**src/rtl/dram_port_arbiter_pkg.sv**
```systemverilog
// Shared types and constants for the DRAM port arbiter.
// Optional statistics counters are enabled with the DRAM_ARB_STAT_EN macro.
package dram_port_arbiter_pkg;

  localparam int unsigned MEM_SCALE_DEF = 27;
  localparam int unsigned DATA_W        = 32;
  localparam int unsigned WE_W          = 4;
  localparam int unsigned STAT_W        = 32;

  // Arbiter FSM states, 2-bit encoding
  typedef enum logic [1:0] {
    ST_IDLE  = 2'd0,
    ST_ISSUE = 2'd1,
    ST_WAIT  = 2'd2
  } arb_state_e;

  // Port owner codes
  typedef enum logic {
    OWN_I = 1'b0,
    OWN_D = 1'b1
  } owner_e;

  // Round-robin pick: a lone requester wins, a tie goes to whoever was not granted last
  function automatic owner_e pick_owner(input logic i_pend,
                                        input logic d_pend,
                                        input owner_e last_gnt);
    owner_e res;
    if (i_pend && d_pend) begin
      res = (last_gnt == OWN_D) ? OWN_I : OWN_D;
    end else if (d_pend) begin
      res = OWN_D;
    end else begin
      res = OWN_I;
    end
    return res;
  endfunction

endpackage

```
**src/rtl/dram_port_arbiter_arb_req_slot.sv**
```systemverilog
// One captured request per requester: pending flag plus address, write data and byte enables.
// A capture in the same cycle as a clear wins, so a requester may re-request back to back.
module arb_req_slot
  import dram_port_arbiter_pkg::*;
#(
  parameter int unsigned ADDR_W = MEM_SCALE_DEF
) (
  input  logic              clk,
  input  logic              rst,
  input  logic              cap,
  input  logic              clr,
  input  logic [ADDR_W-1:0] addr,
  input  logic [DATA_W-1:0] wdata,
  input  logic [WE_W-1:0]   we,
  output logic              pend,
  output logic [ADDR_W-1:0] q_addr,
  output logic [DATA_W-1:0] q_wdata,
  output logic [WE_W-1:0]   q_we
);

  // Capture on request pulse, drop pending once the request has been issued
  always_ff @(posedge clk) begin
    if (rst) begin
      pend    <= 1'b0;
      q_addr  <= '0;
      q_wdata <= '0;
      q_we    <= '0;
    end else if (cap) begin
      pend    <= 1'b1;
      q_addr  <= addr;
      q_wdata <= wdata;
      q_we    <= we;
    end else if (clr) begin
      pend    <= 1'b0;
    end
  end

endmodule

```
**src/rtl/dram_port_arbiter.sv**
```systemverilog
// Shares the single DRAM port between the icache (loads) and the dcache (loads and writes).
// Requests are captured in per-requester slots, granted round-robin and issued one at a time.
// Define DRAM_ARB_STAT_EN to add grant/conflict statistics counters.
module dram_port_arbiter
  import dram_port_arbiter_pkg::*;
#(
  parameter int unsigned MEM_SCALE = MEM_SCALE_DEF
) (
  input  logic                 clk,
  input  logic                 rst,
  input  logic                 i_oe,
  input  logic [MEM_SCALE-1:0] i_addr,
  output logic [DATA_W-1:0]    i_rdata,
  output logic                 i_valid,
  input  logic                 d_oe,
  input  logic [MEM_SCALE-1:0] d_addr,
  input  logic [DATA_W-1:0]    d_wdata,
  input  logic [WE_W-1:0]      d_we,
  output logic [DATA_W-1:0]    d_rdata,
  output logic                 d_valid,
  output logic                 d_written,
  output logic                 mem_oe,
  output logic [MEM_SCALE-1:0] mem_addr,
  output logic [DATA_W-1:0]    mem_wdata,
  output logic [WE_W-1:0]      mem_we,
  input  logic [DATA_W-1:0]    mem_rdata,
  input  logic                 mem_valid,
  input  logic                 mem_written
`ifdef DRAM_ARB_STAT_EN
  ,
  output logic [STAT_W-1:0]    arb_cnt_i,
  output logic [STAT_W-1:0]    arb_cnt_d,
  output logic [STAT_W-1:0]    arb_cnt_conflict
`endif
);

  arb_state_e state;
  owner_e     owner;
  owner_e     last_gnt;
  owner_e     pick;
  logic       own_write;
  logic       wait_done;

  logic                 i_pend, d_pend;
  logic                 i_clr, d_clr;
  logic                 i_busy, d_busy;
  logic [MEM_SCALE-1:0] i_q_addr, d_q_addr;
  logic [DATA_W-1:0]    i_q_wdata, d_q_wdata;
  logic [WE_W-1:0]      i_q_we, d_q_we;

  // Icache slot: loads only, so write data and enables are tied off
  arb_req_slot #(.ADDR_W(MEM_SCALE)) u_slot_i (
    .clk     (clk),
    .rst     (rst),
    .cap     (i_oe),
    .clr     (i_clr),
    .addr    (i_addr),
    .wdata   ('0),
    .we      ('0),
    .pend    (i_pend),
    .q_addr  (i_q_addr),
    .q_wdata (i_q_wdata),
    .q_we    (i_q_we)
  );

  // Dcache slot: loads and write-through
  arb_req_slot #(.ADDR_W(MEM_SCALE)) u_slot_d (
    .clk     (clk),
    .rst     (rst),
    .cap     (d_oe),
    .clr     (d_clr),
    .addr    (d_addr),
    .wdata   (d_wdata),
    .we      (d_we),
    .pend    (d_pend),
    .q_addr  (d_q_addr),
    .q_wdata (d_q_wdata),
    .q_we    (d_q_we)
  );

  // Slot clear and transaction-complete decode
  assign i_clr     = (state == ST_ISSUE) && (owner == OWN_I);
  assign d_clr     = (state == ST_ISSUE) && (owner == OWN_D);
  assign wait_done = (state == ST_WAIT) && (own_write ? mem_written : mem_valid);
  assign pick      = pick_owner(i_pend, d_pend, last_gnt);

  // Arbiter FSM with registered DRAM request outputs
  always_ff @(posedge clk) begin
    if (rst) begin
      state     <= ST_IDLE;
      owner     <= OWN_I;
      last_gnt  <= OWN_D;
      own_write <= 1'b0;
      mem_oe    <= 1'b0;
      mem_addr  <= '0;
      mem_wdata <= '0;
      mem_we    <= '0;
    end else begin
      case (state)
        ST_IDLE: begin
          if (i_pend || d_pend) begin
            owner  <= pick;
            mem_oe <= 1'b1;
            state  <= ST_ISSUE;
            if (pick == OWN_D) begin
              own_write <= (d_q_we != '0);
              mem_addr  <= d_q_addr;
              mem_wdata <= d_q_wdata;
              mem_we    <= d_q_we;
            end else begin
              own_write <= 1'b0;
              mem_addr  <= i_q_addr;
              mem_wdata <= i_q_wdata;
              mem_we    <= i_q_we;
            end
          end
        end
        ST_ISSUE: begin
          mem_oe   <= 1'b0;
          last_gnt <= owner;
          state    <= ST_WAIT;
        end
        ST_WAIT: begin
          if (wait_done) begin
            state <= ST_IDLE;
          end
        end
        default: begin
          mem_oe <= 1'b0;
          state  <= ST_IDLE;
        end
      endcase
    end
  end

  // Responses pass straight through to the owner of the open transaction
  assign i_valid   = mem_valid   && (state == ST_WAIT) && (owner == OWN_I);
  assign d_valid   = mem_valid   && (state == ST_WAIT) && (owner == OWN_D) && !own_write;
  assign d_written = mem_written && (state == ST_WAIT) && (owner == OWN_D) &&  own_write;
  assign i_rdata   = mem_rdata;
  assign d_rdata   = mem_rdata;

  // A request is busy while pending (except its issue cycle) or in flight (except its completion cycle)
  assign i_busy = (i_pend && !i_clr) ||
                  ((state == ST_WAIT) && (owner == OWN_I) && !wait_done);
  assign d_busy = (d_pend && !d_clr) ||
                  ((state == ST_WAIT) && (owner == OWN_D) && !wait_done);

  // Protocol check: a requester must not re-request while its previous request is outstanding
  always_ff @(posedge clk) begin
    if (!rst) begin
      assert (!(i_oe && i_busy))
        else $fatal(1, "dram_port_arbiter: i_oe while icache request outstanding");
      assert (!(d_oe && d_busy))
        else $fatal(1, "dram_port_arbiter: d_oe while dcache request outstanding");
    end
  end

`ifdef DRAM_ARB_STAT_EN
  // Grant and contention statistics, free-running with wrap-around
  always_ff @(posedge clk) begin
    if (rst) begin
      arb_cnt_i        <= '0;
      arb_cnt_d        <= '0;
      arb_cnt_conflict <= '0;
    end else begin
      if (state == ST_ISSUE && owner == OWN_I) begin
        arb_cnt_i <= arb_cnt_i + STAT_W'(1);
      end
      if (state == ST_ISSUE && owner == OWN_D) begin
        arb_cnt_d <= arb_cnt_d + STAT_W'(1);
      end
      if (state == ST_IDLE && i_pend && d_pend) begin
        arb_cnt_conflict <= arb_cnt_conflict + STAT_W'(1);
      end
    end
  end
`endif

endmodule

```
**config.mk**
```make
export PLATFORM = sky130hd
export DESIGN_NAME = dram_port_arbiter
export DESIGN_NICKNAME = d
export VERILOG_FILES = /design/src/rtl/dram_port_arbiter_pkg.sv /design/src/rtl/dram_port_arbiter_arb_req_slot.sv /design/src/rtl/dram_port_arbiter.sv
export SDC_FILE = /design/constraint.sdc
export NUM_CORES = 1
export LEC_CHECK = 0
export BUFFER_PORTS_ARGS = -buffer_cell sky130_fd_sc_hd__buf_2
export CAP_MARGIN = 20
export CELL_PAD_IN_SITES_DETAIL_PLACEMENT = 0
export CELL_PAD_IN_SITES_GLOBAL_PLACEMENT = 1
export CORE_MARGIN = 2
export CORE_UTILIZATION = 37
export CTS_BUF_LIST = sky130_fd_sc_hd__clkbuf_8
export DETAILED_ROUTE_END_ITERATION = 7
export PLACE_DENSITY = 0.91
export SLEW_MARGIN = 20
export SYNTH_ARGS = -nofsm -noshare
export SYNTH_HDL_FRONTEND = slang
export SYNTH_SLANG_ARGS = --single-unit
```
**constraint.sdc**
```tcl
create_clock -name clk -period 1.4 [get_ports clk]
set_input_delay 0.07 -clock clk [delete_from_list [all_inputs] [get_ports clk]]
set_output_delay 0.07 -clock clk [all_outputs]
set_load 0.01 [all_outputs]
```
==> impl_summary.txt, run 1 <==
----------------------------------------------------
[STA]
  Pins Over Slew Limit ... 0
  Final setup skew ... 0.00906 ns
  Tightest hold margin ... 0.0908 ns
  Crit path time final ... 1.38 ns
  Setup WS post-layout ... 0.0249 ns
  Rel. slew slack ... 69.2%
  Maximum achievable frequency ... 0.727 GHz
  Fin. Hold Viols ... 0
  Unrepaired setup endpoints after global routing ... yes
  Setup TNS ... 0 ns
  Total setup violations reported at the end of the flow ... 0
  Slew @ Worst Pin ... 0.462 ns
  Portion of the clock cycle consumed by the worst path in the final layout ... 98.2%

[Power]
  Maximum vdd drop ... 0.635 mV
  Cell leakage power ... 0.00405 uW
  Pwr/cell area ... 1130 nW/um2

[Routing]
  Routed Antenna Nets ... 0
  Vias per Instance ... 4.99
  Via count of the routed design ... 5813
  DRC errors left ... 25
  Number of iterations in the first detailed-routing pass ... 7
  WL per Instance ... 16.5 um
  Detailed-route wire length ... 19300 um
  Violation count after the first detailed-route iteration ... 252

[Logic synthesis]
  Sequential fraction of the synthesis area ... 47.1%
  Share of the synthesized area in the top cell type ... 47.1%
  Number of enable flip-flop cells after synthesis ... 0
  Synthesized netlist net count ... 848
  Netlist Area Pre-Place ... 6850 um2
  Yosys warning total ... 0
  Count of mapped cells out of synthesis ... 720
  Post-synth top flop ... sky130_fd_sc_hd__dfxtp_1
  Synth area leaders ... sky130_fd_sc_hd__dfxtp_1 (47%), sky130_fd_sc_hd__mux2i_1 (13%), sky130_fd_sc_hd__buf_4 (7.6%), sky130_fd_sc_hd__nor2_1 (5.2%), sky130_fd_sc_hd__a21oi_1 (4.4%)
  Ranking of synthesized cells by instance count ... sky130_fd_sc_hd__dfxtp_1 (161), sky130_fd_sc_hd__nor2_1 (95), sky130_fd_sc_hd__mux2i_1 (90)
  Unique cell type count in the Yosys netlist ... 32
  Number of storage elements in the synthesis netlist ... 161
  Fraction of registers with async set/reset ... 0%
  Cell accounting for the most synthesized area ... sky130_fd_sc_hd__dfxtp_1
  Count leader, synth ... sky130_fd_sc_hd__dfxtp_1
  Mean area per synthesized cell ... 9.51 um2

[Worst setup path]
  Delay contributed by the slowest stage of the critical path ... 0.35 ns
  Critical path startpoint category ... flip-flop
  Cell Chain, Critical Path ... nor2b_4, nand2_2, nor2_2, buf_2
  Buffer and inverter count on the worst path ... 1
  Top Family by Delay on Critical Path ... flip-flops
  Arrival time of data at the critical path endpoint ... 1.31 ns
  CP Class ... flip-flop to output port
  CP endpoint kind ... output port
  Cell type of the slowest stage on the worst timing path ... sky130_fd_sc_hd__dfxtp_4
  Data required, critical path ... 1.33 ns
  Maximum fanout along the worst path ... 3

[Placement]
  Detailed Place HPWL ... 10900 um
  Cell Count Post-Placement ... 1003
  Worst slack, placed ... 0.0515 ns
  Number of buffers inserted by port buffering ... 162
  Final weighted congestion of routability-driven global placement ... 0.737

[Cells and area]
  Area Overhead vs Synth ... 34.7%
  Number of diodes ... 0
  Ratio of cells with drive above 1 in the final layout ... 28.4%
  Layout net count ... 1052
  Final Instance Count excl. Fillers ... 1166
  Layout Utilization ... 51.0%

[GRT]
  Vias in the first global route ... 5899
  Global Route Usage Sum ... 18.9%
  Largest net degree at the start of global routing ... 56
  Antenna violations before repair ... 0
  First-pass GRT wire length ... 29900 um
  Total grt overflow ... 0

[Clock network]
  Clk buf depth ... 2
  Worst skew pair latency ... 0.45 ns
  Clk slew on worst S/H paths ... 0.08 ns
  H-tree Lvls ... 4
  TritonCTS Sinks ... 161
  Cell at the root of the clock tree ... sky130_fd_sc_hd__clkbuf_8
  Clock buffers created by TritonCTS ... 17
  TritonCTS clock tree ... done

[Die]
  Number of cell rows ... 49
  Starting density of the core ... 37.9%
  Area of the core ... 18100 um2
  Num ports ... 259
  Die height ... 140 um
  Overall die width ... 140 um
  Die area ... 19600 um2

[Run]
  Total of max-cap violations ... 0

[Run status]
  Violations in the final reports ... design-rule violations
  Status ... finished with violations

[Worst hold path]
  Hold WC Path Type ... input pin to flip-flop

----------------------------------------------------
report_power, final:
part	internal (uW)	total, uW	switching [uW]
sequential	4870	5060	184
combinational	1080	2150	1070
clock	1440	3200	1760
total	7400	10400	3010
metal layers:
layer  GRT usage, %  vias up  routed length, um  part of all wire [%]
met1           22.8     2742               8200                    43
met5              0        -                  0                     0
met3           5.71       30               1280                   6.7
li1               -     2842                  -                     -
met4           6.70        0                381                   2.0
met2           32.1      199               9390                    49
worst paths after layout:
| kind | from | to | slack [ns] | cells past startpoint |
|---|---|---|---|---|
| max | state[1] | d_valid | 0.02 | 4 |
| min | i_oe | u_slot_i.pend | 0.09 | 4 |
| max reg2reg | state[1] | mem_addr[21] | 0.02 | 5 |
| min reg2reg | mem_wdata[18] | mem_wdata[18] | 0.48 | 2 |
cell usage in the layout, fill, tap and decap left out, drive strengths merged:
cell type and n:
nand3b 2, or4 1, clkinv 5, nor2b 1, mux2i 90, dfxtp 161
clkinvlp 3, inv 6, nand2b 3, a21oi 69, a311oi 27, dlygate4sd3 117
o21ai 39, nor2 97, bufinv 1, or2 2, clkbuf 22, nand3 2
nand4 37, a21bo 1, and3b 1, a21boi 1, nand2 59, buf 190
repair_timing:
action                     4_1_cts  5_1_grt
setup buffers                    3        4
hold endpoints to repair        96        0
cloned                           1        6
gates resized for setup         11       19
pin swaps                        2        5
setup endpoints to repair        3       35
hold buffers                   117        0
per-stage QoR:
stage               cell area [um2]  power [uW]
floorplan                      6850        6370
global placement               7420        6770
detailed placement             7420        6800
CTS                            9050       10300
global route                   9230       10900
finish                         9230       10400
area by class of cell:
cell class | instances | area [um2]
clock buffer | 18 | 248
clock inverter | 14 | 115
fill | 1637 | 8860
inverter | 1 | 3.75
multi-input combinational | 432 | 2810
sequential | 161 | 3230
tap | 229 | 287
timing repair buffer | 311 | 2530
worst reg2reg max path, stage by stage (launching register included):
cell	delay [ns]
sky130_fd_sc_hd__dfxtp_4	0.35
sky130_fd_sc_hd__buf_4	0.15
sky130_fd_sc_hd__or2_4	0.29
sky130_fd_sc_hd__nor2_8	0.18
sky130_fd_sc_hd__clkbuf_16	0.20
sky130_fd_sc_hd__a311oi_2	0.09
flip-flops by register name, summed over array words and instances (netlist names), 2 cells and up:
signal	flops
mem_addr	27
state	2
u_slot_d.q_addr	27
u_slot_i.q_addr	27
mem_wdata	32
u_slot_d.q_wdata	32
u_slot_d.q_we	4
mem_we	4
cell families (layout without fill, tap and decap cells):
group	Yosys count	in the layout	synth area share (%)
DFF	161	161	47.1
muxes	90	90	13.2
buffers and inverters	127	344	12.3
and+or+nand+nor	205	205	13.4
AOI/OAI and AO/OA	137	137	14.1
Note: power is estimated with default switching activity, not from simulation.
==> run 2: changes to the inputs <==
==> constraint.sdc (replaced) <==
create_clock -name clk -period 1.4 [get_ports clk]
set_input_delay 0.21 -clock clk [delete_from_list [all_inputs] [get_ports clk]]
set_output_delay 0.21 -clock clk [all_outputs]
set_load 0.01 [all_outputs]
==> run 2 against run 1 <==
  * Sequential share of layout area up 1.1 points
  * First-iteration DRC count grew 36%
  * Fmax down 9.7%
  * Utilization decreased by 1.5 points
  * Flip-flop and latch count unchanged
  * Cell count decreased by 2.7%
  * Count of clock-buffer cells in the layout is the same
  * Combinational power is 2% lower
  * Worst hold slack worse by 0.069 ns
  * The run ends with design-rule violations, negative setup slack left
==> impl_summary.txt, run 2 (synthesis gave the netlist of run 1 again) <==
----------------------------------------------------
[Run status]
  Status ... finished with violations
  Violations in the final reports ... design-rule violations, negative setup slack

[Clock network]
  H-tree Lvls ... 4 (unchanged)
  Cell at the root of the clock tree ... sky130_fd_sc_hd__clkbuf_8
  TritonCTS clock tree ... done
  Clock buffers created by TritonCTS ... 17 (unchanged)
  Clk buf depth ... 2 (unchanged)
  Worst skew pair latency ... 0.45 ns (about the same)
  Clk slew on worst S/H paths ... 0.08 ns (about the same)
  TritonCTS Sinks ... 161 (unchanged)

[Worst setup path]
  Maximum fanout along the worst path ... 3 (unchanged)
  CP Class ... flip-flop to output port
  Data required, critical path ... 1.19 ns (-0.14 ns)
  Reg-to-reg critical path endpoint ... mem_wdata[10]
  FF-to-FF Start ... state[1]
  Critical path startpoint category ... flip-flop
  Worst-case reg-to-reg path depth ... 5 (unchanged)
  Worst-case register-to-register setup slack ... 0.01 ns (about the same)
  CP endpoint kind ... output port
  Start point of the critical path ... state[1]
  Arrival time of data at the critical path endpoint ... 1.31 ns (about the same)
  Critical path destination ... d_written

[Routing]
  Routed Antenna Nets ... 0 (unchanged)
  Detailed-route wire length ... 19100 um (-0.84%)
  Vias per Instance ... 5.02 (+0.61%)
  WL per Instance ... 16.8 um (+1.9%)
  Via count of the routed design ... 5693 (-2.1%)
  Number of iterations in the first detailed-routing pass ... 8 (+1)
  DRC errors left ... 26 (+4.0%)
  Violation count after the first detailed-route iteration ... 343 (+36%)

[Run]
  Total of max-cap violations ... 0 (unchanged)

[STA]
  Unrepaired setup endpoints after global routing ... yes
  Rel. slew slack ... 78.3% (+9.1 points)
  Setup WS post-layout ... -0.123 ns (-0.148 ns)
  Maximum achievable frequency ... 0.657 GHz (-9.7%)
  Fin. Hold Viols ... 0 (unchanged)
  Final setup skew ... 0.0141 ns (+0.00500 ns)
  Crit path time final ... 1.52 ns (+0.148 ns)
  Pins Over Slew Limit ... 0 (unchanged)
  Portion of the clock cycle consumed by the worst path in the final layout ... 109% (+11 points)
  Slew @ Worst Pin ... 0.325 ns (-0.137 ns)
  Total setup violations reported at the end of the flow ... 3 (+3)

[Cells and area]
  Final Instance Count excl. Fillers ... 1135 (-2.7%)
  Most frequent cells in the layout ... sky130_fd_sc_hd__buf_2 (159), sky130_fd_sc_hd__dfxtp_1 (157), sky130_fd_sc_hd__nor2_1 (93), sky130_fd_sc_hd__mux2i_1 (90), sky130_fd_sc_hd__dlygate4sd3_1 (85)
  Layout net count ... 1021 (-2.9%)
  Reg area ... 3230 um2 (unchanged)
  Registers with the highest flip-flop counts ... mem_wdata x32, u_slot_d.q_wdata x32
  Multi-input logic area ... 2820 um2 (+0.31%)
  Most common cell after layout, fill and taps aside ... sky130_fd_sc_hd__buf_2
  Area Overhead vs Synth ... 30.7%
  Ratio of cells with drive above 1 in the final layout ... 29.5% (+1.1 points)
  Final-layout fill cell count ... 1647 (+0.61%)

[Power]
  Switching fraction of total power ... 28.3% (-0.63 points)
  Proportion of power drawn by combinational gates ... 20.1% (-0.5 points)
  Maximum vdd drop ... 0.823 mV (+30%)
  Total power of the final layout ... 10500 uW (+0.43%)
  Pwr/cell area ... 1170 nW/um2 (+3.5%)
  Clock share of power ... 31.5% (+0.7 points)
  Reported net switching power ... 2960 uW (-1.8%)
  Fraction of power consumed by sequential logic ... 48.4% (-0.2 points)
  Internal Dissipation ... 7490 uW (+1.3%)
  Cell leakage power ... 0.00390 uW (-3.7%)

[GRT]
  First-pass GRT wire length ... 29300 um (-1.8%)
  Vias in the first global route ... 5699 (-3.4%)
  Global Route Usage Sum ... 18.6% (-0.27 points)
  Antenna violations before repair ... 1 (+1)
  Largest net degree at the start of global routing ... 55 (-1.8%)
  Total grt overflow ... 0 (unchanged)

[Placement]
  Final weighted congestion of routability-driven global placement ... 0.752 (+2.1%)
  Cell Count Post-Placement ... 1003 (unchanged)
  Number of buffers inserted by port buffering ... 162 (unchanged)
  Detailed Place HPWL ... 11100 um (+2.0%)

[Die]
  Area of the core ... 18100 um2 (unchanged)
  Overall die width ... 140 um (unchanged)
  Number of cell rows ... 49 (unchanged)
  Num ports ... 259 (unchanged)
  Die height ... 140 um (unchanged)
  Starting density of the core ... 37.9% (unchanged)
  Die area ... 19600 um2 (unchanged)

[Worst hold path]
  Hold WC Path Type ... input pin to flip-flop

----------------------------------------------------
==> run 2: cell count changes in the layout (fill, tap and decap cells not counted), sizes merged <==
cell / change
diode: +1
dlygate4sd3: -32
clkinv: +1
clkinvlp: -2
buf: +1
inv: -1
bufinv: +1
==> run 2: per-layer routing <==
layer / share of wire [%] / track usage (%) / vias up
met5: 0 / 0 / -
met4: 1.8 / 6.33 / 0
met3: 6.9 / 6.05 / 21
met2: 48 / 31.9 / 179
met1: 43 / 22.2 / 2714
li1: - / - / 2779
==> run 2: final cells by class <==
class	count	share of cell area, %
timing repair buffer	280	25.0
tap	229	3.20
multi-input combinational	432	31.5
sequential	161	36.1
antenna	1	0.0280
clock buffer	18	2.77
inverter	1	0.0419
clock inverter	13	1.36
==> run 2: worst min path at each step <==
stage,from,end,depth (start not counted),slack [ns]
3_5_place_dp,mem_rdata[9],i_rdata[9],0,0.42
6_report,d_addr[18],u_slot_d.q_addr[18],3,0.02
2_1_floorplan,d_wdata[31],u_slot_d.q_wdata[31],2,0.36
3_3_place_gp,mem_rdata[9],i_rdata[9],0,0.42
5_1_grt,d_addr[18],u_slot_d.q_addr[18],3,0.002
4_1_cts,d_wdata[17],u_slot_d.q_wdata[17],3,0.0005
==> run 2: metrics by stage <==
stage                     setup TNS [ns]  cell area [um2]  util [%]  hold WS [ns]  setup WS [ns]
after detailed placement               0             7450      41.2         0.420         0.0458
final                             -0.323             8950      49.5        0.0222         -0.123
after global routing               -2.08             8950      49.5       0.00155         -0.190
after floorplan                        0             6850         -         0.357          0.114
after CTS                         -0.375             8700      48.1      0.000496         -0.139
after global placement                 0             7450      41.2         0.420          0.123
==> run 2: worst max-delay path: stages, from the launching register on <==
cell,delay (ns)
sky130_fd_sc_hd__dfxtp_4,0.35
sky130_fd_sc_hd__nor2b_4,0.18
sky130_fd_sc_hd__nand2_2,0.08
sky130_fd_sc_hd__nor2_2,0.10
sky130_fd_sc_hd__buf_2,0.16
==> run 2: power by group through the flow <==
stage                     sequential, uW  clock [uW]  combinational, uW
final                               5060        3300               2100
after global routing                5100        3580               2260
after global placement              5160           0               1620
after CTS                           5060        3390               1850
after detailed placement            5170           0               1650
after floorplan                     5170           0               1200
==> run 2: repair_timing <==
action,CTS,global route
hold buffers,84,1
gates cloned,0,7
endpoints found under the hold margin,84,1
endpoints found under the setup margin,3,35
buffers inserted,2,6
resized for setup,9,28
pin swaps,2,26
==> run 3: changes to the inputs <==
--- a/config.mk
+++ b/config.mk
@@ -5,15 +5,17 @@
 export SDC_FILE = /design/constraint.sdc
 export NUM_CORES = 1
 export LEC_CHECK = 0
+export ABC_AREA = 1
 export BUFFER_PORTS_ARGS = -buffer_cell sky130_fd_sc_hd__buf_2
 export CAP_MARGIN = 20
 export CELL_PAD_IN_SITES_DETAIL_PLACEMENT = 0
 export CELL_PAD_IN_SITES_GLOBAL_PLACEMENT = 1
 export CORE_MARGIN = 2
-export CORE_UTILIZATION = 37
+export CORE_UTILIZATION = 35
 export CTS_BUF_LIST = sky130_fd_sc_hd__clkbuf_8
 export DETAILED_ROUTE_END_ITERATION = 7
-export PLACE_DENSITY = 0.91
+export PLACE_DENSITY = 0.92
+export SKIP_CTS_REPAIR_TIMING = 1
 export SLEW_MARGIN = 20
 export SYNTH_ARGS = -nofsm -noshare
 export SYNTH_HDL_FRONTEND = slang
==> run 3 against run 2 <==
  * Critical path depth did not move
  * Cell count rose by 9.2%
  * Non-clock buffer count fell by 46
  * Cell area fell by 10%
  * Critical endpoint unchanged
  * Via count rose by 3.3%
  * Register-to-register slack improved by 0.11 ns
  * The run ends with negative hold slack, negative setup slack left
  * Flip-flop and latch count did not move
  * Area after synthesis fell by 4.6%
  * Die area rose by 0.87%
  * Worst setup slack improved by 0.062 ns
==> impl_summary.txt, run 3 <==
----------------------------------------------------
[STA]
  Rel. slew slack ... 69.1% (-9.2 points)
  Portion of the clock cycle consumed by the worst path in the final layout ... 104% (-4.4 points)
  Setup WS post-layout ... -0.0606 ns (+0.0621 ns)
  Unrepaired setup endpoints after global routing ... yes
  Total setup violations reported at the end of the flow ... 2 (-1)
  Slew @ Worst Pin ... 0.463 ns (+0.139 ns)
  Fin. Hold Viols ... 5 (+5)
  Pins Over Slew Limit ... 0 (unchanged)
  Crit path time final ... 1.46 ns (-0.0621 ns)
  Maximum achievable frequency ... 0.685 GHz (+4.3%)
  Tightest hold margin ... -0.0299 ns (-0.0522 ns)
  Final setup skew ... 0.0157 ns (+0.00162 ns)

[Die]
  Overall die width ... 141 um (+0.43%)
  Die area ... 19800 um2 (+0.87%)
  Num ports ... 259 (unchanged)
  Starting density of the core ... 36.0% (-1.9 points)
  Die height ... 141 um (+0.43%)
  Area of the core ... 18100 um2 (+0.34%)
  Number of cell rows ... 49 (unchanged)

[Clock network]
  Cell at the root of the clock tree ... sky130_fd_sc_hd__clkbuf_8
  TritonCTS clock tree ... done
  Clock buffers created by TritonCTS ... 17 (unchanged)
  Clk slew on worst S/H paths ... 0.09 ns (about the same)
  TritonCTS Sinks ... 161 (unchanged)
  Worst skew pair latency ... 0.46 ns (about the same)
  H-tree Lvls ... 4 (unchanged)
  Clk buf depth ... 2 (unchanged)

[Worst setup path]
  CP Class ... flip-flop to output port
  Maximum fanout along the worst path ... 4 (+1)
  FF-to-FF Start ... state[0]
  Cell Chain, Critical Path ... inv_2, nand2_4, nor3_2, buf_2
  Delay contributed by the slowest stage of the critical path ... 0.34 ns (about the same)
  CP endpoint kind ... output port
  Arrival time of data at the critical path endpoint ... 1.25 ns (-0.06 ns)
  Critical path startpoint category ... flip-flop
  Worst-case reg-to-reg path depth ... 7 (+2)
  Cell type of the slowest stage on the worst timing path ... sky130_fd_sc_hd__dfxtp_2
  Data required, critical path ... 1.19 ns (about the same)
  Start point of the critical path ... state[0]
  Worst-case register-to-register setup slack ... 0.12 ns (+0.11 ns)

[GRT]
  Largest net degree at the start of global routing ... 56 (+1.8%)
  Met3 Track Usage GR ... 4.79% (-1.3 points)
  Vias in the first global route ... 5288 (-7.2%)
  Global Route Usage Sum ... 16.9% (-1.7 points)
  Total grt overflow ... 0 (unchanged)
  Most heavily used metal layer in global routing ... met2
  Met2 track demand over resource in global routing ... 27.4% (-4.5 points)
  Routing usage on met1 ... 21.6% (-0.54 points)
  First-pass GRT wire length ... 26900 um (-8.4%)
  Antenna violations before repair ... 0 (-1)

[Routing]
  DRC errors left ... 0 (-100%)
  Detailed-route wire length ... 17400 um (-8.9%)
  Vias per Instance ... 4.75 (-5.4%)
  Routed Antenna Nets ... 0 (unchanged)
  Via count of the routed design ... 5882 (+3.3%)
  Violation count after the first detailed-route iteration ... 346 (+0.87%)
  WL per Instance ... 14.0 um (-17%)
  Number of iterations in the first detailed-routing pass ... 4 (-4)

[Run status]
  Violations in the final reports ... negative hold slack, negative setup slack
  Status ... finished with violations

[Logic synthesis]
  Unique cell type count in the Yosys netlist ... 19 (-41%)
  Cell accounting for the most synthesized area ... sky130_fd_sc_hd__dfxtp_1
  Fraction of registers with async set/reset ... 0% (unchanged)
  Ranking of synthesized cells by instance count ... sky130_fd_sc_hd__nor2_1 (213), sky130_fd_sc_hd__dfxtp_1 (161), sky130_fd_sc_hd__o21ai_0 (111)
  Post-synth top flop ... sky130_fd_sc_hd__dfxtp_1
  Synth area leaders ... sky130_fd_sc_hd__dfxtp_1 (49%), sky130_fd_sc_hd__nor2_1 (12%), sky130_fd_sc_hd__o21ai_0 (8.5%), sky130_fd_sc_hd__buf_4 (8.2%), sky130_fd_sc_hd__a21oi_1 (5.4%)
  Synthesized netlist net count ... 998 (+18%)
  Count of mapped cells out of synthesis ... 870 (+21%)
  Mean area per synthesized cell ... 7.51 um2 (-21%)
  Share of the synthesized area in the top cell type ... 49.3% (+2.3 points)
  Number of storage elements in the synthesis netlist ... 161 (unchanged)
  Sequential fraction of the synthesis area ... 49.3% (+2.3 points)
  Netlist Area Pre-Place ... 6540 um2 (-4.6%)
  Count leader, synth ... sky130_fd_sc_hd__nor2_1
  Number of enable flip-flop cells after synthesis ... 0 (unchanged)
  Yosys warning total ... 0 (unchanged)

[Cells and area]
  Layout net count ... 1126 (+10%)
  Final Instance Count excl. Fillers ... 1239 (+9.2%)
  Ratio of cells with drive above 1 in the final layout ... 22.7% (-6.8 points)
  Most common cell after layout, fill and taps aside ... sky130_fd_sc_hd__nor2_1
  Number of diodes ... 0 (-1)
  Final-layout fill cell count ... 1880 (+14%)
  Registers with the highest flip-flop counts ... mem_wdata x32, u_slot_d.q_wdata x32
  Most frequent cells in the layout ... sky130_fd_sc_hd__nor2_1 (212), sky130_fd_sc_hd__buf_2 (162), sky130_fd_sc_hd__dfxtp_1 (155), sky130_fd_sc_hd__o21ai_0 (111), sky130_fd_sc_hd__nand2_1 (75)
  Area Overhead vs Synth ... 22.9%

[Worst hold path]
  Hold WC Path Type ... input pin to flip-flop
  Min-delay src ... d_addr[14]
  Worst Hold Path Cells ... 3 (unchanged)

[Power]
  Fraction of power consumed by sequential logic ... 51.8% (+3.4 points)
  Reported net switching power ... 2880 uW (-2.6%)
  Pwr/cell area ... 1210 nW/um2 (+4.0%)
  Switching fraction of total power ... 29.5% (+1.2 points)
  Clock share of power ... 32.4% (+0.9 points)
  Maximum vdd drop ... 0.548 mV (-33%)
  Internal Dissipation ... 6880 uW (-8.2%)
  Cell leakage power ... 0.00353 uW (-9.4%)
  Proportion of power drawn by combinational gates ... 15.9% (-4.2 points)
  Total power of the final layout ... 9760 uW (-6.6%)

[Run]
  Total of max-cap violations ... 0 (unchanged)

[Placement]
  Final weighted congestion of routability-driven global placement ... 0.787 (+4.6%)
  Number of buffers inserted by port buffering ... 162 (unchanged)
  Cell Count Post-Placement ... 1153 (+15%)
  Detailed Place HPWL ... 10800 um (-2.8%)

----------------------------------------------------
## run 3: routing by layer
| metal | up-vias | part of all wire, % |
|---|---|---|
| met1 | 2678 | 45 |
| met2 | 171 | 47 |
| met5 | - | 0 |
| li1 | 2996 | - |
| met4 | 0 | 2.1 |
| met3 | 37 | 5.7 |
## run 3: through the flow
stage               setup slack, ns  util, %  setup TNS, ns  instance area, um2
finish                      -0.0606     44.3         -0.120                8040
global route                 -0.150     44.3         -0.345                8040
global placement             0.0771     39.1              0                7090
CTS                          -0.234     41.1         -0.629                7460
detailed placement          0.00387     39.1              0                7090
floorplan                     0.244        -              0                6540
## run 3: critical path: cells and delay by family (launching register included)
family	cells	cell delay [ns]
flops	1	0.34
buf+inv	2	0.25
simple gates	2	0.19
## run 3: power by group through the flow
stage	logic [uW]	registers (uW)	clock network, uW
3_5_place_dp	1420	5160	0
5_1_grt	1740	5090	3440
6_report	1550	5060	3160
4_1_cts	1430	5050	3270
2_1_floorplan	1040	5180	0
3_3_place_gp	1400	5150	0
## run 3: cell families (layout without fill, tap and decap cells)
| group | Yosys count | count (layout) | synth area share [%] |
|---|---|---|---|
| buf+inv | 160 | 300 | 14.2 |
| compound gates | 189 | 189 | 14.5 |
| simple gates | 360 | 360 | 22.0 |
| flops | 161 | 161 | 49.3 |
## run 3: final cells by class
class	count	area, um2	share of cell area (%)
clock buffers	19	262	3.25
repair buffers	234	1590	19.8
inverters	35	134	1.67
flip-flops and latches	161	3230	40.2
well taps	229	287	3.56
multi-input cells	549	2430	30.3
clock inverters	12	103	1.28
## run 3: worst paths after layout
path,endpoint
worst max-delay path,d_written
worst min-delay path,u_slot_d.q_addr[14]
worst max register to register,mem_addr[12]
worst min register to register,u_slot_i.q_addr[23]
